### src/rtl/hazard_stall_ctrl.sv
// Pipeline hazard/sequencing controller: load-use bubble, taken-branch flush, mul/div EX occupancy.
// Optional stall-cycle performance counter enabled by defining HAZARD_STALL_COUNTER_EN.
module hazard_stall_ctrl #(
    parameter int MD_LATENCY = 8,
    parameter int CW         = $clog2(MD_LATENCY + 1)
) (
    input  logic        clk,
    input  logic        rst,
    input  logic [4:0]  IF_ID_RSAddress,
    input  logic [4:0]  IF_ID_RTAddress,
    input  logic        IF_ID_UsesRT,
    input  logic [4:0]  ID_EX_RTAddress,
    input  logic        ID_EX_MemRead,
    input  logic        ID_EX_MulDiv,
    input  logic        BranchTaken,
    output logic        PCWrite,
    output logic        IF_ID_Write,
    output logic        ID_EX_Write,
    output logic        IF_ID_Flush,
    output logic        ID_EX_Flush,
    output logic        EX_MEM_Flush,
    output logic        md_start,
    output logic        md_result_sel,
    output logic        md_busy,
    output logic [31:0] stall_cycles
);

    typedef enum logic [1:0] {
        IDLE    = 2'd0,
        MD_RUN  = 2'd1,
        MD_DONE = 2'd2
    } state_e;

    state_e        state_q, state_d;
    logic [CW-1:0] cnt_q, cnt_d;
    logic          load_use;

    // Address 0 is hard-wired zero, so a load targeting it never creates a real dependency.
    assign load_use = ID_EX_MemRead && (ID_EX_RTAddress != 5'd0) &&
                      ((ID_EX_RTAddress == IF_ID_RSAddress) ||
                       (IF_ID_UsesRT && (ID_EX_RTAddress == IF_ID_RTAddress)));

    always_comb begin
        // NOTE: every output gets a default before the case so no latch is inferred.
        PCWrite       = 1'b1;
        IF_ID_Write   = 1'b1;
        ID_EX_Write   = 1'b1;
        IF_ID_Flush   = 1'b0;
        ID_EX_Flush   = 1'b0;
        EX_MEM_Flush  = 1'b0;
        md_start      = 1'b0;
        md_result_sel = 1'b0;
        md_busy       = 1'b0;
        state_d       = state_q;
        cnt_d         = cnt_q;

        unique case (state_q)
            IDLE: begin
                if (ID_EX_MulDiv) begin
                    md_start     = 1'b1;
                    PCWrite      = 1'b0;
                    IF_ID_Write  = 1'b0;
                    ID_EX_Write  = 1'b0;
                    EX_MEM_Flush = 1'b1;
                    state_d      = MD_RUN;
                    cnt_d        = CW'(MD_LATENCY - 1);
                end else if (BranchTaken) begin
                    IF_ID_Flush = 1'b1;
                    ID_EX_Flush = 1'b1;
                end else if (load_use) begin
                    PCWrite     = 1'b0;
                    IF_ID_Write = 1'b0;
                    ID_EX_Flush = 1'b1;
                end
            end
            MD_RUN: begin
                PCWrite      = 1'b0;
                IF_ID_Write  = 1'b0;
                ID_EX_Write  = 1'b0;
                EX_MEM_Flush = 1'b1;
                md_busy      = 1'b1;
                if (cnt_q == '0) state_d = MD_DONE;
                else             cnt_d   = cnt_q - CW'(1);
            end
            MD_DONE: begin
                // Result cycle: pipeline advances, so a held MulDiv is the finished op, not a new one.
                md_result_sel = 1'b1;
                md_busy       = 1'b1;
                state_d       = IDLE;
            end
            default: state_d = IDLE;
        endcase
    end

    always_ff @(posedge clk) begin
        // NOTE: sequential state uses non-blocking assignments so all flops update together.
        if (rst) begin
            state_q <= IDLE;
            cnt_q   <= '0;
        end else begin
            state_q <= state_d;
            cnt_q   <= cnt_d;
        end
    end

`ifdef HAZARD_STALL_COUNTER_EN
    logic [31:0] stall_q, stall_d;

    always_comb begin
        stall_d = stall_q;
        if (!PCWrite && (stall_q != 32'hFFFF_FFFF)) stall_d = stall_q + 32'd1;
    end

    always_ff @(posedge clk) begin
        if (rst) stall_q <= '0;
        else     stall_q <= stall_d;
    end

    assign stall_cycles = stall_q;
`else
    assign stall_cycles = 32'd0;
`endif

endmodule

### config.mk
export PLATFORM = sky130hd
export DESIGN_NAME = hazard_stall_ctrl
export DESIGN_NICKNAME = d
export VERILOG_FILES = /design/src/rtl/hazard_stall_ctrl.sv
export SDC_FILE = /design/constraint.sdc
export NUM_CORES = 1
export LEC_CHECK = 0
export BUFFER_PORTS_ARGS = -buffer_cell sky130_fd_sc_hd__buf_2
export CAP_MARGIN = 20
export CELL_PAD_IN_SITES_DETAIL_PLACEMENT = 0
export CELL_PAD_IN_SITES_GLOBAL_PLACEMENT = 1
export CORE_MARGIN = 2
export CORE_UTILIZATION = 25
export DETAILED_ROUTE_END_ITERATION = 7
export HOLD_SLACK_MARGIN = 0.06
export PLACE_DENSITY = 0.76
export RECOVER_POWER = 25
export SETUP_SLACK_MARGIN = 0.5
export SLEW_MARGIN = 30
export SYNTH_ARGS = -nofsm -noshare
export SYNTH_HDL_FRONTEND = slang
export SYNTH_SLANG_ARGS = --single-unit
### constraint.sdc
create_clock -name clk -period 1.85 [get_ports clk]
set_clock_uncertainty 0.15 [all_clocks]
set_input_delay 0.185 -clock clk [delete_from_list [all_inputs] [get_ports clk]]
set_output_delay 0.185 -clock clk [all_outputs]
set_load 0.01 [all_outputs]
==> reports/metrics.cfg, run 1 <==
[outcome]
status=complete, no violations

[grt]
grtUsageTotal_pct=8.73
grt_pass1_vias=539
overflow=0
grt_max_degree=7
grt_pass1_wl_mm=2.30
antenna_found_initial=0

[layout]
layout-drive-gt1-share_pct=52.9
layoutNonFillerInstCount=173
nets=167
layout_common_cells=conb_1, buf_2, buf_6
area_delta_synth_final_pct=50.3
layout_commonest_cell=conb_1
fillCellCount=310
antenna_cells=0

[synthesis]
synth_top_area_share_pct=32.0
syn_avg_cell_area_um2=7.81
synth.distinct_cells=27
synth_enable_flop_cells=0
yosysWarnings=0
synth_ff_type=dfxtp_1
synth_area_um2=773
yosysTopAreaCell=buf_4
syn-instance-count=99
async_flop_share_pct=0
ys_ff_latch=6
seq_area_frac_synth_pct=15.5
synth.top_cells.by_area=buf_4, dfxtp_1, xor2_1

[drt]
via_per_inst=4.03
wl_mm=1.85
vias=697
drtAntennaViolNets=0
dr.first_iter.drc_count=15
drc=0
drt_first_pass_iters=4
wire_per_inst_um=10.7

[worst_hold_path]
hp-class=input port to flop
min_from=ID_EX_MulDiv
holdPathStages=3
worstHoldEndpoint=state_q[0]

[placed_design]
post-place-ws_ns=0.00833
dp_hpwl_mm=1.33
globalplace.congestion=0.700
dp.cells=158
port_buffers=29

[worst_setup_path]
r2r_cells=7
critPathMaxFanout=3
r2r_setup_slack_ns=0.23
worst_setup_path_end_kind=output pin
cp-start-kind=input port
cp.arrival_ns=1.47
crit-reg2reg-capture=cnt_q[3]
worst-setup-path-type=input port to output pin
cp.required_ns=1.51
regToRegStartpoint=state_q[0]

[clock_tree]
clkSlewWorstSetupHoldPaths_ns=0.04
htreeDepth=1
cts_buffer_depth=2
clk_latency_ns=0.25
cts-root-buf=clkbuf_4
cts_tree=done
clock_sinks=6
cts_buffers=3

[power]
p_leak_uw=0.000558
power_density_nw_per_um2=856
ir_drop_uv=351
p_comb_share_pct=67.4
clkPwrFrac_pct=12.5
p_sw_uw=404
p_int_uw=592
p_seq_share_pct=20.1
swShare_pct=40.5

[floorplan]
die_w_um=59.6
coreArea_um2=3000
die-area_um2=3550
num_rows=20
io_pins=62
die_y_um=59.6
initial_core_util_pct=25.8

[sta]
finalHoldViolCount=0
rsz0062_at_grt=yes
fmax_ghz=0.553
period_minus_slack_ns=1.81
maxSlewViolCount=0
fin_crit_sh_pct=97.8
setup_slack_ns=0.0414
setup_viol_count_final=0

[job]
max_cap_violations=0

[synthesized netlist by cell type, types with 3 or more instances]
master / count
xor2_1: 9
ha_1: 4
a21oi_1: 4
nand2b_1: 3
nor3_1: 4
nor2_1: 7
dfxtp_1: 6
inv_1: 7
buf_4: 33
[area by class of cell]
type	instances	area [um^2]	area share [%]
Sequential cell	6	130	11.2
Inverter	7	28.8	2.48
Timing Repair Buffer	41	304	26.2
Clock buffer	3	22.5	1.94
Tap cell	33	41.3	3.55
Multi-Input combinational cell	83	636	54.7
[power groups by stage]
| stage | logic [uW] | clock network [uW] | registers [uW] |
|---|---|---|---|
| 6_report | 671 | 124 | 200 |
| 4_1_cts | 538 | 129 | 196 |
| 3_3_place_gp | 435 | 0 | 193 |
| 2_1_floorplan | 401 | 0 | 189 |
| 3_5_place_dp | 443 | 0 | 195 |
| 5_1_grt | 721 | 143 | 205 |
[worst max-delay path: stages]
cell and delay [ns]:
buf_8 0.10, xor2_2 0.16, nor4_2 0.29, a32oi_1 0.17
o41a_1 0.41, buf_2 0.15
[worst max-delay path by stage]
stage / slack, ns / from / endpoint
2_1_floorplan: 0.17 / ID_EX_RTAddress[3] / PCWrite
3_3_place_gp: 0.05 / ID_EX_RTAddress[3] / IF_ID_Write
3_5_place_dp: 0.008 / ID_EX_RTAddress[3] / IF_ID_Write
4_1_cts: 0.06 / state_q[1] / IF_ID_Write
5_1_grt: -0.04 / state_q[0] / IF_ID_Write
6_report: 0.04 / ID_EX_RTAddress[2] / IF_ID_Write
[stage by stage]
step	utilization [%]	instance area (um^2)	hold WS [ns]	TNS (ns)	total power, uW
after floorplan	-	966	0.100	0	590
after global placement	29.8	893	0.285	0	628
after detailed placement	29.8	893	0.280	0	639
after CTS	34.1	1020	0.180	0	863
after global routing	38.7	1160	0.232	-0.0859	1070
final	38.7	1160	0.197	0	996
[routing by layer]
layer  track usage [%]  wire length, um
met5                 0                0
met4              3.81               28
met3              3.06              116
met2              14.3             1040
met1              10.2              666
[state kept, by name, indices dropped and copies added (netlist names)]
signal / count
cnt_q: 4
state_q: 2
[kinds of logic after synthesis]
family,synth area share [%]
simple gates,15.4
compound gates,12.3
buf+inv,36.1
fa+ha+maj,6.47
other cells,0.485
flops,15.5
xor+xnor,12.5
mux,1.29
[what timing repair did]
| item | 4_1_cts | 5_1_grt |
|---|---|---|
| endpoints found under the setup margin | 13 | 15 |
| hold buffers | 1 | 0 |
| pin swaps | 11 | 11 |
| buffers inserted | 6 | 5 |
| gates resized for setup | 11 | 26 |
| hold endpoints to repair | 6 | 0 |
No activity file was read; power rests on OpenSTA's default activity.
==> run 2, diff against run 1 <==
- CORE_MARGIN: 2 -> default
==> reports/metrics.cfg, run 2 (synthesized netlist as in run 1, its figures left out) <==
[sta]
rsz0062_at_grt=yes
maxSlewViolCount=0
whs_ns=0.182
setup_tns_ns=0
finalHoldViolCount=0
period_minus_slack_ns=1.76
fmax_ghz=0.569
fin_crit_sh_pct=95.0
setup_viol_count_final=0
setup_slack_ns=0.0927

[layout]
largest_register=cnt_q
multiInputGateArea_um2=652
layout-drive-gt1-share_pct=51.8
area_delta_synth_final_pct=49.5
largest_reg_flops=4
layout_commonest_cell=conb_1
nets=166
layout_common_cells=conb_1, buf_2, buf_6
layoutNonFillerInstCount=170
seqCellArea_um2=128
fillCellCount=294
antenna_cells=0
largest_registers=cnt_q x4, state_q x2

[worst_setup_path]
cp-start-kind=flop
worst-setup-path-type=flop to output pin
crit-reg2reg-capture=cnt_q[3]
critPathMaxFanout=4
r2r_setup_slack_ns=0.18
cp.arrival_ns=1.42
worst_setup_path_end_kind=output pin
cp.required_ns=1.51
r2r_cells=8
regToRegStartpoint=state_q[0]

[drt]
vias=679
wire_per_inst_um=9.78
drt_first_pass_iters=6
wl_mm=1.66
via_per_inst=3.99
drtAntennaViolNets=0
drc=6
dr.first_iter.drc_count=18

[worst_hold_path]
holdPathStages=3
min_from=ID_EX_MulDiv
worstHoldEndpoint=state_q[0]
hp-class=input port to flop

[clock_tree]
cts-root-buf=clkbuf_4
htreeDepth=1
clk_latency_ns=0.24
clock_sinks=6
cts_tree=done
cts_buffer_depth=2
clkSlewWorstSetupHoldPaths_ns=0.04
cts_buffers=3

[grt]
grt_pass1_wl_mm=2.46
grt_max_degree=8
antenna_found_initial=0
grt_pass1_vias=619
overflow=0
grtUsageTotal_pct=9.68

[floorplan]
coreArea_um2=2850
num_rows=19
initial_core_util_pct=27.1
die_w_um=57.6
io_pins=62
die-area_um2=3320
die_y_um=57.6

[placed_design]
port_buffers=29
post-place-ws_ns=0.0502
dp.cells=156
globalplace.congestion=0.759
dp_hpwl_mm=1.27

[power]
ir_drop_uv=258
p_leak_uw=0.000556
power_density_nw_per_um2=832
total_power_uw=962

[outcome]
violations=design-rule violations
status=finished, violations left

[job]
max_cap_violations=0

[run 2: cell types whose count changed in the layout (fill, tap and decap cells not counted), moves of 2 or more]
cell,before,now
inv_2,5,3
inv_1,1,3
a21oi_1,1,3
a21oi_2,2,0
[run 2: timing repair]
action | in CTS | in global routing
buffers inserted | 8 | 2
resized for setup | 13 | 20
endpoints found under the hold margin | 2 | 0
pin swaps | 9 | 4
hold buffers | 1 | 0
setup endpoints to repair | 12 | 15
gates cloned | 0 | 0
[run 2: power by group]
part           internal, uW  leakage (uW)  switching (uW)
registers               163     0.0000512            34.5
clock network          73.4     0.0000138            46.9
logic                   336      0.000491             308
total                   572      0.000556             390
[run 2: per-stage QoR]
stage	instance area [um^2]	utilization [%]
2_1_floorplan	966	-
3_3_place_gp	891	31.2
3_5_place_dp	891	31.2
4_1_cts	1050	36.7
5_1_grt	1160	40.5
6_report	1160	40.5
[run 2: metal layers]
layer / vias to the layer above / global-route usage, % / share of wire (%)
met1: 306 / 11.4 / 42
li1: 344 / - / -
met2: 29 / 16.8 / 52
met3: 0 / 2.23 / 6.0
met5: - / 0 / 0
met4: 0 / 4.18 / 0
[run 2: layout make-up]
cell class / count / share of cell area, %
Timing Repair Buffer: 40 / 24.8
Tap cell: 31 / 3.35
Multi-Input combinational cell: 83 / 56.4
Clock buffer: 3 / 1.95
Sequential cell: 6 / 11.0
Inverter: 7 / 2.49
[run 2: worst max-delay path by stage]
stage,startpoint,slack [ns],cells past startpoint,end
6_report,state_q[0],0.09,5,PCWrite
5_1_grt,state_q[0],0.03,6,ID_EX_Flush
4_1_cts,state_q[1],0.08,5,PCWrite
3_5_place_dp,ID_EX_RTAddress[3],0.05,6,PCWrite
3_3_place_gp,ID_EX_RTAddress[3],0.06,6,PCWrite
2_1_floorplan,ID_EX_RTAddress[3],0.17,5,PCWrite
[run 2: worst max-delay path, cell delays in order (launching register included)]
cell and delay (ns):
dfxtp_4 0.36, inv_4 0.06, ha_4 0.16, nor2_1 0.04
o41a_1 0.40, buf_2 0.15
==> run 3, diff against run 2 <==
- CORE_UTILIZATION: 25 -> 23
- PLACE_DENSITY: 0.76 -> 0.74
- clock period: 1.85 -> 1.6 ns (I/O delays scaled with it)
==> reports/metrics.cfg, run 3 (synthesized netlist as in run 1, its figures left out) <==
[placed_design]
port_buffers=29
dp_hpwl_mm=1.35
globalplace.congestion=0.713

[worst_setup_path]
worst_setup_path_end_kind=output pin
cp-start-kind=flop
cp.arrival_ns=1.43
worst-setup-path-type=flop to output pin
r2r_setup_slack_ns=-0.07
critPathMaxFanout=5
cp.required_ns=1.29

[clock_tree]
htreeDepth=1
clock_sinks=6
cts_buffers=3
cts_buffer_depth=2
cts-root-buf=clkbuf_4
clkSlewWorstSetupHoldPaths_ns=0.04
clk_latency_ns=0.24
cts_tree=done

[layout]
fin_util_pct=40.6
antenna_cells=0
layout_commonest_cell=conb_1
layout_common_cells=conb_1, buf_2, buf_6
largest_reg_flops=4
layout-drive-gt1-share_pct=55.3
largest_registers=cnt_q x4, state_q x2
largest_register=cnt_q
nets=179
area_delta_synth_final_pct=64.2

[floorplan]
die-area_um2=3600
die_w_um=60.0
io_pins=62
initial_core_util_pct=24.7
num_rows=20
coreArea_um2=3130
die_y_um=60.0

[drt]
dr.first_iter.drc_count=13
wl_mm=1.76
drt_first_pass_iters=2
wire_per_inst_um=8.95
vias=741
via_per_inst=3.78
drtAntennaViolNets=0
drc=0

[worst_hold_path]
hp-class=input port to flop

[power]
ir_drop_uv=328
power_density_nw_per_um2=995
total_power_uw=1260
p_leak_uw=0.000614

[grt]
grt_pass1_wl_mm=2.75
grtUsageTotal_pct=10.1
grt_pass1_vias=686
antenna_found_initial=0
overflow=0
grt_max_degree=7

[sta]
setup_slack_ns=-0.143
fmax_ghz=0.574
rsz0062_at_grt=yes
setup_viol_count_final=9
finalHoldViolCount=0
period_minus_slack_ns=1.74
fin_crit_sh_pct=109
maxSlewViolCount=0

[outcome]
violations=negative setup slack
status=finished, violations left

[job]
max_cap_violations=0

run 3: cell types whose count changed in the layout (fill, tap and decap cells not counted), moves of 2 or more:
cell / before / now
buf_4: 5 / 13
buf_6: 11 / 17
inv_1: 3 / 1
inv_2: 3 / 5
xor2_1: 7 / 9
xor2_2: 2 / 0
run 3: worst paths after layout:
| path | from | endpoint | depth (start not counted) |
|---|---|---|---|
| worst max-delay path | state_q[1] | IF_ID_Write | 5 |
| worst min-delay path | ID_EX_MulDiv | state_q[0] | 3 |
| worst max register to register | state_q[1] | cnt_q[2] | 8 |
| worst min register to register | cnt_q[1] | cnt_q[1] | 2 |
run 3: what timing repair did:
action / 4_1_cts / 5_1_grt
hold buffers: 1 / 0
resized for setup: 20 / 8
setup endpoints to repair: 15 / 15
setup buffers: 12 / 7
gates cloned: 0 / 0
endpoints found under the hold margin: 6 / 0
pin swaps: 11 / 8
run 3: area by class of cell:
| cell class | count | area, um^2 |
|---|---|---|
| clock buffer | 3 | 22.5 |
| fill | 331 | 1860 |
| inverter | 7 | 28.8 |
| multi-input combinational | 83 | 627 |
| sequential | 6 | 128 |
| tap | 44 | 55.1 |
| timing repair buffer | 53 | 409 |
run 3: power breakdown:
group / total [uW] / internal [uW] / switching, uW
Clock: 139 / 84.8 / 53.9
Combinational: 905 / 514 / 391
Sequential: 220 / 188 / 32.4
run 3: worst max-delay path, cell delays in order (launching register included):
cell     delay [ns]
dfxtp_4        0.34
inv_4          0.07
ha_4           0.19
nor2_2         0.04
o41a_1         0.40
buf_2          0.15
run 3: stage by stage:
step / setup slack [ns] / TNS, ns / hold slack (ns) / cells / area (um^2)
floorplan: -0.0316 / -0.0316 / 0.0753 / 130 / 1000
global placement: -0.151 / -0.302 / 0.280 / 173 / 973
detailed placement: -0.165 / -0.342 / 0.275 / 173 / 973
CTS: -0.136 / -0.728 / 0.155 / 189 / 1180
global route: -0.187 / -1.29 / 0.186 / 196 / 1270
finish: -0.143 / -0.670 / 0.166 / 196 / 1270
run 3: routing by layer:
metal / GRT usage [%] / part of all wire (%) / wire length, um
met5: 0 / 0 / 0
met4: 3.99 / 0 / 0
met3: 2.81 / 5.3 / 93
met2: 17.5 / 55 / 962
met1: 11.6 / 40 / 699
